$ cat config.mk
export PLATFORM = sky130hd
export DESIGN_NAME = pcs_gearbox_tx
export DESIGN_NICKNAME = d
export VERILOG_FILES = /design/src/rtl/pcs_gearbox_tx.sv
export SDC_FILE = /design/constraint.sdc
export NUM_CORES = 1
export LEC_CHECK = 0
export ABC_AREA = 1
export BUFFER_PORTS_ARGS = -buffer_cell sky130_fd_sc_hd__buf_2
export CORE_UTILIZATION = 25
export DETAILED_ROUTE_END_ITERATION = 6
export GPL_ROUTABILITY_DRIVEN = 1
export HOLD_SLACK_MARGIN = 0.06
export MAX_ROUTING_LAYER = met4
export SETUP_SLACK_MARGIN = 0.1
export SLEW_MARGIN = 20
export SYNTH_ARGS = -nofsm -noshare
export SYNTH_HDL_FRONTEND = slang
export SYNTH_SLANG_ARGS = --single-unit
$ cat constraint.sdc
create_clock -name clk -period 2.55 [get_ports clk]
set_input_delay 0.51 -clock clk [delete_from_list [all_inputs] [get_ports clk]]
set_output_delay 0.51 -clock clk [all_outputs]
set_load 0.05 [all_outputs]
$ cat src/rtl/pcs_gearbox_tx.sv
// rtl/pcs_gearbox_tx.sv - 66b-to-32b TX gearbox for the 10GBASE-R PCS
// Optional feature macro: PCS_GEARBOX_TX_HDR_CHECK_EN adds hdr_err_o, a
// one-cycle flag for an invalid sync header (2'b00 or 2'b11).
module pcs_gearbox_tx #(
  parameter int DATA_W = 32,
  parameter int HEAD_W = 2
) (
  input  logic              clk,
  input  logic              reset,
  input  logic              valid_i,
  input  logic [HEAD_W-1:0] head_i,
  input  logic [DATA_W-1:0] data_i,
  output logic              ready_o,
  output logic              valid_o,
  output logic [DATA_W-1:0] data_o
`ifdef PCS_GEARBOX_TX_HDR_CHECK_EN
  ,
  output logic              hdr_err_o
`endif
);

  // One period is 32 accepted beats (16 blocks) followed by one flush slot.
  localparam logic [5:0] SEQ_FLUSH = 6'd32;
  localparam logic [5:0] FILL_STEP = 6'd2;
  // The packing window is 64 bits wide: an even beat (34 bits) only ever
  // lands on fill <= 30 and an odd beat (32 bits) on fill <= 32, so the
  // combined vector never reaches past bit 63.
  localparam int COMB_W = 2 * DATA_W;

  logic [5:0]        seq_q, seq_d;
  logic              half_q, half_d;
  logic [DATA_W-1:0] buf_q, buf_d;
  logic [5:0]        fill_q, fill_d;
  logic              valid_q, valid_d;
  logic [DATA_W-1:0] data_q, data_d;

  logic              accept;
  logic              flush;
  logic [DATA_W+HEAD_W-1:0] push_bits;
  logic [COMB_W-1:0] push_ext;
  logic [COMB_W-1:0] keep_mask;
  logic [COMB_W-1:0] buf_ext;
  logic [COMB_W-1:0] comb;

  assign ready_o = (seq_q != SEQ_FLUSH);
  assign flush   = (seq_q == SEQ_FLUSH);
  assign accept  = valid_i & ready_o;

  assign valid_o = valid_q;
  assign data_o  = data_q;

  // Even beats carry the header in the lowest bits ahead of the payload;
  // odd beats carry only the second payload half.
  always_comb begin
    push_bits = '0;
    if (half_q) begin
      push_bits = {{HEAD_W{1'b0}}, data_i};
    end else begin
      push_bits = {data_i, head_i};
    end
  end

  // Leftover bits sit below the new bits; the new bits are shifted up by fill.
  always_comb begin
    push_ext  = {{(COMB_W-DATA_W-HEAD_W){1'b0}}, push_bits} << fill_q;
    keep_mask = ~({COMB_W{1'b1}} << fill_q);
    buf_ext   = {{(COMB_W-DATA_W){1'b0}}, buf_q} & keep_mask;
    comb      = push_ext | buf_ext;
  end

  // Next-state for the sequencer, leftover buffer and output word.
  always_comb begin
    seq_d   = seq_q;
    half_d  = half_q;
    buf_d   = buf_q;
    fill_d  = fill_q;
    valid_d = 1'b0;
    data_d  = data_q;
    if (flush) begin
      // Sixteen headers have accumulated exactly one full word of leftover.
      data_d  = buf_q;
      valid_d = 1'b1;
      buf_d   = '0;
      fill_d  = '0;
      seq_d   = '0;
    end else if (accept) begin
      data_d  = comb[DATA_W-1:0];
      valid_d = 1'b1;
      buf_d   = comb[COMB_W-1:DATA_W];
      fill_d  = half_q ? fill_q : (fill_q + FILL_STEP);
      seq_d   = seq_q + 6'd1;
      half_d  = ~half_q;
    end
  end

  // State and registered output; reset discards any partial block.
  always_ff @(posedge clk or posedge reset) begin
    if (reset) begin
      seq_q   <= '0;
      half_q  <= 1'b0;
      buf_q   <= '0;
      fill_q  <= '0;
      valid_q <= 1'b0;
      data_q  <= '0;
    end else begin
      seq_q   <= seq_d;
      half_q  <= half_d;
      buf_q   <= buf_d;
      fill_q  <= fill_d;
      valid_q <= valid_d;
      data_q  <= data_d;
    end
  end

`ifdef PCS_GEARBOX_TX_HDR_CHECK_EN
  logic hdr_err_q, hdr_err_d;

  // Flag 00/11 headers on accepted even beats; the data path is untouched.
  always_comb begin
    hdr_err_d = accept & ~half_q & (head_i[0] == head_i[1]);
  end

  // Register the flag so it lines up with the word carrying the header.
  always_ff @(posedge clk or posedge reset) begin
    if (reset) begin
      hdr_err_q <= 1'b0;
    end else begin
      hdr_err_q <= hdr_err_d;
    end
  end

  assign hdr_err_o = hdr_err_q;
`endif

endmodule

Word level (Yosys, flattened, before mapping)
Cells that the tools add are included.
- output and inout port bits: 34
- register bits after elaboration: 78
- word-level logic and storage cells: 34
- eq/ne operators: 3
- reductions and logical operators: 3
- multiplexer cells: 12
- shift-type cells: 2
- bitwise operators: 6
- $add $sub $neg: 2
- operator list (kind ; count):
    $mux 32 ; 4
    $and 32x64->64 ; 1
    $not 64->64 ; 1
    $or 64x64->64 ; 1
    $shl 34x6->64 ; 1
    $shl 64x6->64 const A ; 1
    $mux 34 ; 1
    $mux 6 ; 5
    $add 6x1->6 const B ; 1
    $add 6x2->6 const B ; 1
    $eq 6x6->1 const B ; 1
    $ne 6x6->1 const B ; 1
    $reduce_and 2->1 ; 2
    $mux 1 ; 2
    $ne 2x1->1 const B ; 1
    $not 1->1 ; 2
    $reduce_bool 2->1 ; 1
    $and 1x1->1 ; 1

Depth between registers and ports, before layout
- word-level depth: 6
- gate-level depth with buffers: 14
- gate-level depth less buffers: 11

Least setup slack after synthesis
No wires, ideal clock.
- path kind: flip-flop to flip-flop
- start point: reg seq_q[0]
- end point: reg data_q[2] (netlist: data_o[2])
- cell stages (with the launch flop): 11
- library setup time: 0.120 ns
- data required time: 2.430 ns
- period minus slack after synthesis: 1.777 ns
- path slack: 0.773 ns
- arrival: 1.657 ns
- cell sequence: dfrtp_1 inv_1 ha_1 nand4_4 inv_2 nor2_4 buf_2 a21oi_1 nand2_1 o21ai_0 inv_1
- cells in the longest elaborated chain, start to end: 3
- elaborated cells on any way between the ends: 5
- ends and longest elaborated chain (element ; RTL line ; RTL):
    from (decl) ; 30 ; logic [5:0] seq_q, seq_d;
    from (signal assigned) ; 106 ; seq_q <= seq_d;
    $ne 6x6->1 ; 45 ; assign ready_o = (seq_q != SEQ_FLUSH);
    via ready_o ; 13 ; output logic ready_o,
    $and 1x1->1 ; 47 ; assign accept = valid_i & ready_o;
    $reduce_bool 2->1 (no line) ; - ;
    to (signal assigned) ; 111 ; data_q <= data_d;
    to (decl) ; 35 ; logic [DATA_W-1:0] data_q, data_d;
The timed path passes the listed nets, and every way through them passes these cells.
A chain may end at the register's enable or synchronous reset.

Worst setup path in the final report
- start point: reg seq_q[0]
- end point: reg data_q[12] (netlist: data_o[12])
- cells in the longest elaborated chain, start to end: 3
- elaborated cells on any way between the ends: 5
- ends and longest elaborated chain (element ; RTL line):
    $ne 6x6->1 ; 45
    $and 1x1->1 ; 47
    $reduce_bool 2->1 (no line) ; -
Several ways; a longest one is shown, not always the timed one.

==> results.tsv <==
metric	value	unit
status	complete, but fails checks	
violations	DRC	
netlist_area	6162	µm²
antenna_found_initial	2	
dpl.cell_count	1300	
hold_class	in2async	
worst_ep_arrival_time	2.37	ns
post_cts_resize_count	0	
async_flop_share	100.0	%
io_pins	71	
fin_ws	0.4064	ns
grt_overflow	0	
rows	57	
vias	6706	
cts_num_sinks	77	
cts_buffers	9	
dieArea	25280	µm²
grt_usage	18.61	%
post_cts_buffers	0	
cts_htree_levels	3	
first_global_vias	6372	
ys_seq_area_share	31.27	%
ant_nets	0	
avgSynthCellArea	6.555	µm²
synth-edff-count	0	
clkTransAtPathRegs	0.06	ns
pre_cts_slack	0.3711	ns
drc	2	
root_buffer	clkbuf_16	
reg2reg_depth	8	
setup_tns	0	ns
num-nets-final	1030	
drt-initial-drc-count	675	
clock_path_buffers	2	
tightestPinTransition	0.7033	ns
maxCapViolCount	0	
die_width	159	µm
utilization	29.39	%
worstPathMaxFanout	28	
finalClockSkew	0.01152	ns
power_leakage	3.592	nW
powerDensity	1520	nW/µm²
final_area	7127	µm²
synth-seq-cells	77	
drv_slew	0	
cts_tree	built	
cp-end-kind	register	
reg2reg_slack	0.41	ns
viasPerCell	5.088	
required	2.78	ns
port_buffers	70	
worst_setup_path_start_kind	register	
syn2layout_area_growth	15.65	%
drive_above_1_share	17.74	%
total_power	10.83	mW
worstReg2RegEnd	data_o[12]	
timing.final.crit_share	84.06	%
yosysUniqueCellTypes	37	
initial_core_util	25.41	%
layout_min_cycle_time	2.144	ns
dpl-instance-area	6807	µm²
coreArea	24250	µm²
synth_top_area_share	31.27	%
max_freq	0.4665	GHz
cts_hold_buf	0	
die_h	159	µm
setup_violations	0	
routed_wl	22520	µm
wl_per_cell	17.09	µm
synth_top_flop_cell	dfrtp_1	
grt_pass1_wl	35600	µm
hold_viol	0	
synth_cells	940	
synth_area_leader_cell	dfrtp_1	
syn_nets	983	
worstReg2RegStart	seq_q[0]	
endpoint	data_o[12]	
dp_hpwl	17400	µm
startpoint	seq_q[0]	
synthTopCellsByArea	dfrtp_1, nand2_1, nand3_1	
gp_congestion	0.9776	
hold_slack	0.2304	ns
rsz0062_at_grt	false	
slew_headroom	53.05	%
ys_warn_count	0	
path_class	reg2reg	
dr.pass1.iters	7	
grt_start_max_net_pins	54	
stdcell_count	1318	
clk_latency	0.35	ns
ir_drop	0.0004790	V
-- Yosys cell counts, types with 9 or more instances --
| master | number |
|---|---|
| nand2_4 | 9 |
| nand2_1 | 317 |
| clkbuf_1 | 9 |
| nand3_2 | 31 |
| inv_1 | 32 |
| dfrtp_1 | 77 |
| a21oi_1 | 54 |
| nand3_1 | 215 |
| buf_2 | 32 |
| o21ai_0 | 28 |
| nor2_1 | 39 |
| o21ai_1 | 22 |
-- worst min path at each step --
stage	to	slack (ns)	cells past startpoint	start
floorplan	buf_q[0]	0.44	2	buf_q[0]
global placement	buf_q[2]	0.46	2	buf_q[2]
detailed placement	buf_q[2]	0.46	2	buf_q[2]
CTS	valid_o	0.25	2	reset
global route	data_o[9]	0.28	2	reset
finish	valid_o	0.23	2	reset
-- routing by layer --
layer | track usage [%] | vias up | wire, µm
li1 | - | 3252 | -
met1 | 23.47 | 3145 | 9705
met2 | 29.45 | 259 | 10540
met3 | 3.230 | 50 | 1359
met4 | 7.605 | 0 | 911
met5 | - | - | 0
-- registers in the layout, summed over array words and instances, names as in the netlist --
| register | cells |
|---|---|
| fill_q | 5 |
| buf_q | 32 |
| valid_o | 1 |
| seq_q | 6 |
| data_o | 32 |
| half_q | 1 |
-- report_power, final --
group	internal (mW)	switching [mW]
combinational	1.97	5.33
sequential	1.76	0.393
clock	0.857	0.511
total	4.60	6.24
-- cell type report --
cell class | count | area (µm²)
antenna | 2 | 5.005
clock buffer | 10 | 229.0
clock inverter | 6 | 86.33
fill | 2735 | 17120
inverter | 41 | 160.2
multi-input combinational | 763 | 3751
sequential | 77 | 1927
tap | 324 | 405.4
timing repair buffer | 95 | 563.0
-- cells by family (layout without fill, tap and decap cells) --
logic type / Yosys count / in the layout / share of synthesized area [%]
xor gates and xnor gates: 1 / 1 / 0.1422
AOI/OAI and AO/OA: 124 / 124 / 11.09
other: 0 / 2 / 0
and+or+nand+nor: 632 / 632 / 48.43
DFF: 77 / 77 / 31.27
buffers and inverters: 100 / 152 / 7.858
adders and majority gates: 6 / 6 / 1.218
-- critical path, cell delays in order, from the launching register on --
cell	delay (ns)
dfrtp_1	0.38
inv_1	0.11
ha_1	0.21
nand4_4	0.22
inv_2	0.33
nor2_4	0.11
inv_2	0.41
o21a_1	0.19
a21oi_1	0.05
-- placed cells by master (no fill, tap or decap), drive strengths merged --
cell type,synthesis,final
nor3,1,1
dfrtp,77,77
a21oi,54,54
and2,2,2
nor4,1,1
ha,6,6
nor2,44,44
o211ai,10,10
nand4,4,4
nand3,246,246
or2,2,2
o22ai,2,2
inv,41,41
o21a,2,2
o21ai,50,50
a31oi,1,1
a22o,5,5
xor2,1,1
nand2,332,332
clkinvlp,0,2
clkbuf,10,10
clkinv,0,2
buf,49,95
diode,0,2
bufinv,0,2
Note: power is estimated with default switching activity, not from simulation.
